==> config.mk <==
export PLATFORM = sky130hd
export DESIGN_NAME = reg_file
export DESIGN_NICKNAME = d
export VERILOG_FILES = /design/src/rtl/reg_file_pkg.sv /design/src/rtl/reg_file.sv
export SDC_FILE = /design/constraint.sdc
export NUM_CORES = 2
export LEC_CHECK = 0
export ABC_AREA = 0
export CORE_ASPECT_RATIO = 0.6
export CORE_UTILIZATION = 40
export CTS_CLUSTER_SIZE = 30
export DETAILED_ROUTE_END_ITERATION = 8
export PLACE_DENSITY = 0.56
export SLEW_MARGIN = 20
export SYNTH_ARGS = -nofsm -noshare
export SYNTH_HDL_FRONTEND = slang
export SYNTH_SLANG_ARGS = --single-unit
==> constraint.sdc <==
create_clock -name rf_clk -period 6.9 [get_ports rf_clk]
set_input_delay 1.035 -clock rf_clk [delete_from_list [all_inputs] [get_ports rf_clk]]
set_output_delay 1.035 -clock rf_clk [all_outputs]
set_load 0.03 [all_outputs]
==> src/rtl/reg_file_pkg.sv <==
`default_nettype none
// ============================================================================
// Module      : reg_file_pkg
// Description : Shared pipeline header. Holds the default register-file
//               geometry and the hard-wired zero register address used by
//               every pipeline stage.
// Revision    : 1.0 - initial release
// ============================================================================
package reg_file_pkg;

  // Default data width of every architectural register.
  localparam int unsigned RF_DWIDTH   = 32;
  // Default register address width (2**RF_AWIDTH registers).
  localparam int unsigned RF_AWIDTH   = 5;
  // Address of the register that always reads as zero.
  localparam int unsigned RF_X0_ADDR  = 0;
  // Width of the retired write-back slot counter.
  localparam int unsigned RF_CNT_W    = 32;

endpackage : reg_file_pkg
`default_nettype wire

==> src/rtl/reg_file.sv <==
`default_nettype none
// ============================================================================
// Module      : reg_file
// Description : Two-read / one-write architectural register file with
//               write-first bypass, registered source operands, pipeline
//               stall/flush handling and a retired-slot counter.
// Revision    : 1.0 - initial release
//
// Ports
//   rf_clk          in   clock, all state updates on rising edge
//   rf_rst          in   synchronous active-high reset
//   rf_i_ce         in   write-back slot valid
//   rf_i_we         in   write-back requests a register write
//   rf_i_rd_addr    in   destination register address
//   rf_i_rd_data    in   destination register data
//   rf_i_stall      in   pipeline stall (hold everything)
//   rf_i_flush      in   pipeline flush (kill write and operand valid)
//   rf_i_rs_en      in   decode requests a source-operand read
//   rf_i_rs1_addr   in   source register 1 address
//   rf_i_rs2_addr   in   source register 2 address
//   rf_o_rs1_data   out  registered source operand 1
//   rf_o_rs2_data   out  registered source operand 2
//   rf_o_rs_valid   out  operands valid this cycle
//   rf_o_retire_cnt out  count of accepted write-back slots (wraps)
// ============================================================================
module reg_file
  import reg_file_pkg::*;
#(
  parameter int unsigned DWIDTH = RF_DWIDTH,
  parameter int unsigned AWIDTH = RF_AWIDTH
) (
  input  logic              rf_clk,
  input  logic              rf_rst,
  input  logic              rf_i_ce,
  input  logic              rf_i_we,
  input  logic [AWIDTH-1:0] rf_i_rd_addr,
  input  logic [DWIDTH-1:0] rf_i_rd_data,
  input  logic              rf_i_stall,
  input  logic              rf_i_flush,
  input  logic              rf_i_rs_en,
  input  logic [AWIDTH-1:0] rf_i_rs1_addr,
  input  logic [AWIDTH-1:0] rf_i_rs2_addr,
  output logic [DWIDTH-1:0] rf_o_rs1_data,
  output logic [DWIDTH-1:0] rf_o_rs2_data,
  output logic              rf_o_rs_valid,
  output logic [31:0]       rf_o_retire_cnt
);

  localparam int unsigned NREGS = 1 << AWIDTH;
  localparam logic [AWIDTH-1:0] C_X0_ADDR = AWIDTH'(RF_X0_ADDR);

  // --------------------------------------------------------------------------
  // State
  // --------------------------------------------------------------------------
  logic [DWIDTH-1:0]   regs_q [NREGS];
  logic [DWIDTH-1:0]   rs1_data_q, rs1_data_d;
  logic [DWIDTH-1:0]   rs2_data_q, rs2_data_d;
  logic                rs_valid_q, rs_valid_d;
  logic [RF_CNT_W-1:0] retire_cnt_q, retire_cnt_d;

  // --------------------------------------------------------------------------
  // Control decode
  // --------------------------------------------------------------------------
  logic accept_w;
  logic commit_w;
  logic read_w;

  // Flush kills the slot outright; stall merely postpones it.
  assign accept_w = rf_i_ce & ~rf_i_stall & ~rf_i_flush;
  // Writes to x0 are accepted (and counted) but never land in the array.
  assign commit_w = accept_w & rf_i_we & (rf_i_rd_addr != C_X0_ADDR);
  assign read_w   = rf_i_rs_en & ~rf_i_stall;

  // --------------------------------------------------------------------------
  // Next-state logic
  // --------------------------------------------------------------------------
  always_comb begin
    rs1_data_d   = rs1_data_q;
    rs2_data_d   = rs2_data_q;
    rs_valid_d   = rs_valid_q;
    retire_cnt_d = retire_cnt_q;

    if (accept_w) begin
      retire_cnt_d = retire_cnt_q + RF_CNT_W'(1);
    end

    if (rf_i_flush) begin
      // Operand data is kept, only the valid flag is dropped.
      rs_valid_d = 1'b0;
    end else if (!rf_i_stall) begin
      rs_valid_d = read_w;
      if (read_w) begin
        // Write-first bypass, replicated for each read port. commit_w already
        // excludes x0, so a matching address here is always a real register.
        if (commit_w && (rf_i_rd_addr == rf_i_rs1_addr)) begin
          rs1_data_d = rf_i_rd_data;
        end else begin
          rs1_data_d = regs_q[rf_i_rs1_addr];
        end

        if (commit_w && (rf_i_rd_addr == rf_i_rs2_addr)) begin
          rs2_data_d = rf_i_rd_data;
        end else begin
          rs2_data_d = regs_q[rf_i_rs2_addr];
        end
      end
    end
    // Stall without flush: every output keeps its previous value.
  end

  // --------------------------------------------------------------------------
  // Registers
  // --------------------------------------------------------------------------
  always_ff @(posedge rf_clk) begin
    if (rf_rst) begin
      for (int i = 0; i < NREGS; i++) begin
        regs_q[i] <= '0;
      end
    end else if (commit_w) begin
      regs_q[rf_i_rd_addr] <= rf_i_rd_data;
    end
  end

  always_ff @(posedge rf_clk) begin
    if (rf_rst) begin
      rs1_data_q   <= '0;
      rs2_data_q   <= '0;
      rs_valid_q   <= 1'b0;
      retire_cnt_q <= '0;
    end else begin
      rs1_data_q   <= rs1_data_d;
      rs2_data_q   <= rs2_data_d;
      rs_valid_q   <= rs_valid_d;
      retire_cnt_q <= retire_cnt_d;
    end
  end

  assign rf_o_rs1_data   = rs1_data_q;
  assign rf_o_rs2_data   = rs2_data_q;
  assign rf_o_rs_valid   = rs_valid_q;
  assign rf_o_retire_cnt = retire_cnt_q;

endmodule : reg_file
`default_nettype wire

Word level (Yosys, flattened, before mapping)
Memories as Yosys holds them, arrays and structs flattened. A register that Yosys moved wholly into a read port is not among the register bits.
Cells that the tools add are included.
{"block": "classes", "muxes": 8, "n_bitwise": 7, "addsub": 1, "n_reduce_logical": 4}
{"cell": "32-bit by 1-bit adder with 32-bit output, second input constant", "count": 1}
{"cell": "32-bit two-way mux", "count": 1}
{"cell": "32-bit OR reduction", "count": 1}
{"cell": "1-bit two-way mux", "count": 6}
{"cell": "1-bit bitwise AND", "count": 5}
{"cell": "5-bit two-way mux", "count": 1}
{"cell": "5-bit nonzero test", "count": 1}
{"cell": "3-bit AND reduction", "count": 1}
{"cell": "1-bit inverter", "count": 2}
{"cell": "2-bit OR reduction", "count": 1}
{"block": "word_totals", "ramBits": 1024, "memories": 1, "ff_bits": 33, "wordCells": 23, "out_inout_bits": 97, "inputBits": 54}
{"memory": "regs_q", "words": 32, "width": 32, "read_ports": 2, "rd_clocked_by_memory_dff": 2, "wr": 32, "line_no": "reg_file.sv:55", "rtl": "logic [DWIDTH-1:0] regs_q [NREGS];"}

Longest topological paths before layout
{"block": "depth", "ltp_word": 10, "mapped_depth": 11}

Least setup slack after synthesis
No wires, ideal clock.
{"block": "synth_path", "path_type": "in2reg", "startpoint": "input rf_i_stall", "endpoint": "memory regs_q[16][0] (netlist bit) (enable)", "slack_ns": 3.818, "path_stages": 6, "setup_time_ns": 0.375, "t_required_ns": 6.525, "t_arrival_ns": 2.708, "cell_sequence": "nor3b_4 and2_1 nor2b_1 nand3b_1 nor2_1 or2_2"}
{"element": "from (decl)", "line_no": "reg_file.sv:38", "rtl": "input logic rf_i_stall,"}
{"element": "to (decl)", "line_no": "reg_file.sv:55"}

==> summary.md <==
| Metric | Value |
|---|---|
| DRC Markers | 0 |
| Layout Skew | 0.0302 ns |
| All-Layer GR Usage | 29.0% |
| Final setup fails | 0 |
| Post-synth EDFFs | 1024 |
| Syn_area_per_cell | 14.3 sq um |
| Syn Inst Count | 4117 |
| Fillers | 12800 |
| Leakage | 22.7 nW |
| Via count | 39000 |
| Power Total | 16.3 mW |
| Max-slew violations | 0 |
| CTS tree | done |
| Ys flop type | edfxtp_1 |
| Final wirelength | 218000 microns |
| Max clock buf depth | 3 |
| Worst Path Arrival | 4.54 ns |
| Part of the cycle the worst path needs | 60.1% |
| FFs w/ async S/R, synth | 0% |
| Status | completed |
| Ys Warns | 0 |
| Unique cell type count in the Yosys netlist | 61 |
| Register bit count reported by yosys | 1121 |
| Clock Tree Root | clkbuf_16 |
| Cts repair resizes | 0 |
| Area added between synthesis and finish | 12.6% |
| Die height | 299 microns |
| Clock-pin slew on the worst setup and hold paths | 0.06 ns |
| Sequential area share after synthesis | 55.5% |
| Vias in the first global route | 36900 |
| Worst slew pin tran | 1.17 ns |
| Final nets | 4196 |
| Setup Slack @ Placement | 2.08 ns |
| Post-Syn Area | 58900 sq um |
| Die Area | 149000 sq um |
| Initial antenna violation count | 17 |
| Antenna Violating Nets Remaining | 0 |
| WL/cell | 35.3 microns |
| Placement Cell Area | 62600 sq um |
| Port bufs | 150 |
| Row cnt | 108 |
| First-pass GRT wire length | 302000 microns |
| DRT iter0 DRCs | 5917 |
| Post-cts hold buffer count | 0 |
| Class of the tightest hold or removal check | flip-flop to flip-flop |
| Fin. Hold Viols | 0 |
| H-tree depth | 3 |
| DRT Pass-1 Iters | 5 |
| Layout cells sized above 1 | 21.7% |
| VDD IR max | 0.217 mV |
| Crit end category | flip-flop |
| Starting density of the core | 40.5% |
| Fmax | 241 MHz |
| Later-pin clock latency in the skew report | 0.76 ns |
| Vias per cell | 6.32 |
| Grt total ovfl | 0 |
| Crit path kind | input port to flip-flop |
| Relative slew slack | 22.1% |
| Data required, critical path | 7.30 ns |
| Core Region | 145000 sq um |
| Final setup TNS | 0 ns |
| HPWL Detailed | 137000 microns |
| Max cap viols | 0 |
| Cts bufs inserted | 111 |
| Crit Path Max Fanout | 33 |
| Final GP Congestion | 0.899 |
| Clock Sinks | 1121 |
| Final instance area | 66300 sq um |
| RSZ-0062 raised after global routing | false |
| Die width | 497 microns |
| Worst Slack Setup Final | 2.76 ns |
| Ports | 151 |
| Post-CTS setup buffer count | 0 |
| Worst setup SP type | input port |
| PwrDens | 246 nW/um^2 |
| Min cycle time layout | 4.14 ns |
| Largest net degree at the start of global routing | 125 |
==> layout make-up <==
cell class	count	area (sq um)	area share (%)
clock buffers	137	2920	4.40
flip-flops and latches	1121	32700	49.3
well taps	1925	2410	3.63
clock inverters	71	773	1.17
multi-input cells	2598	24700	37.3
repair buffers	298	2740	4.12
diodes	8	20.0	0.0302
inverters	11	41.3	0.0623
==> cells in the mapped netlist (2+ instances only) <==
library cell / instances / area share (%)
edfxtp_1: 1024 / 52
and2_1: 999 / 11
mux4_2: 444 / 17
clkbuf_1: 289 / 1.8
mux2i_1: 261 / 4.4
nor2_1: 130 / 0.83
nand2_1: 102 / 0.65
dfxtp_1: 97 / 3.3
buf_2: 66 / 0.56
nor3_1: 63 / 0.54
a221oi_1: 60 / 0.89
mux2_2: 53 / 1.0
a211oi_1: 46 / 0.59
a21oi_1: 45 / 0.38
a22oi_1: 45 / 0.57
o21ai_0: 40 / 0.34
nand3_1: 36 / 0.31
or2_2: 33 / 0.35
buf_4: 31 / 0.40
o22ai_1: 27 / 0.29
nand4_1: 25 / 0.27
xnor2_1: 22 / 0.33
a32oi_1: 19 / 0.28
buf_1: 18 / 0.11
xor2_1: 15 / 0.22
buf_6: 14 / 0.27
nor4_1: 14 / 0.15
a31oi_1: 9 / 0.096
o31ai_1: 9 / 0.11
a221o_1: 8 / 0.14
inv_1: 8 / 0.051
nand3b_1: 7 / 0.089
nor2b_1: 7 / 0.074
or3_1: 7 / 0.074
o32ai_1: 6 / 0.089
and3_1: 5 / 0.053
o211ai_1: 3 / 0.038
or3b_2: 3 / 0.045
a311oi_1: 2 / 0.030
and4_1: 2 / 0.030
inv_2: 2 / 0.013
nand2b_1: 2 / 0.021
==> metrics by stage <==
| stage | hold WS (ns) | instances | util [%] |
|---|---|---|---|
| after floorplan | 0.582 | 4148 | - |
| after global placement | 0.481 | 5950 | 43.0 |
| after detailed placement | 0.476 | 5951 | 43.0 |
| after CTS | 0.485 | 6159 | 45.6 |
| after global routing | 0.502 | 6163 | 45.6 |
| final | 0.483 | 6169 | 45.6 |
==> cells by family after synthesis <==
kind of cell	count (synthesis)	share of synthesized area [%]
buffers and inverters	429	3.25
XOR/XNOR	37	0.550
AND/OR/NAND/NOR	1445	14.3
AO/OA/AOI/OAI	325	3.96
flip-flops	1121	55.5
adder cells (fa/ha/maj)	1	0.0212
other	1	0.00637
multiplexers	758	22.4
==> path summary, 6_finish.rpt <==
kind	from	endpoint	slack (ns)	cells past startpoint
hold reg to reg	rf_o_rs2_data[2]$_SDFFE_PP0P_	rf_o_rs2_data[2]$_SDFFE_PP0P_	0.48	2
setup reg to reg	regs_q[15][31]$_SDFFCE_PN0P_	rf_o_rs1_data[31]$_SDFFE_PP0P_	3.95	6
setup / recovery	rf_i_stall	regs_q[6][16]$_SDFFCE_PN0P_	2.76	10
hold / removal	rf_o_rs2_data[2]$_SDFFE_PP0P_	rf_o_rs2_data[2]$_SDFFE_PP0P_	0.48	2
==> registers in the layout (all words and copies together) (netlist names) <==
register	flops
rf_o_rs1_data	32
rf_o_retire_cnt	32
rf_o_rs2_data	32
regs_q	1024
rf_o_rs_valid	1
==> routing by layer <==
layer,GRT usage [%],part of all wire [%],routed length (microns),vias to the layer above
met5,0.595,0.11,230,-
met4,9.03,3.1,6790,18
met3,7.91,12,25100,346
met2,39.9,41,89600,2533
met1,43.8,44,96100,20400
li1,-,-,-,15700
==> critical path: stages <==
cell and delay, ns:
clkdlybuf4s50_1 0.50, nor3b_4 0.27, buf_4 0.27, and2_1 0.22
nor2b_1 0.21, nand2_1 0.47, nor2_4 0.24, buf_4 0.40
or2_2 0.48, buf_4 0.40
==> cell usage in the layout, fill, tap and decap left out, types with 45 or more instances in the layout <==
cell type / Yosys / final
a211oi_1: 46 / 46
a21oi_1: 45 / 45
a221oi_1: 60 / 60
a22oi_1: 45 / 45
and2_1: 999 / 997
buf_4: 31 / 136
clkbuf_16: 0 / 112
clkdlybuf4s50_1: 0 / 132
dfxtp_1: 97 / 97
edfxtp_1: 1024 / 1024
mux2_2: 53 / 53
mux2i_1: 261 / 261
mux4_2: 444 / 444
nand2_1: 102 / 101
nor2_1: 130 / 93
nor3_1: 63 / 63
==> power by group <==
group          internal, mW  total (mW)  switching (mW)  leakage (nW)
Combinational         0.758        1.96            1.20          10.4
Sequential             7.74        7.94           0.205          10.5
Clock                  3.54        6.42            2.88          1.79
Total                  12.0        16.3            4.29          22.7
No activity file was read; power rests on OpenSTA's default activity.
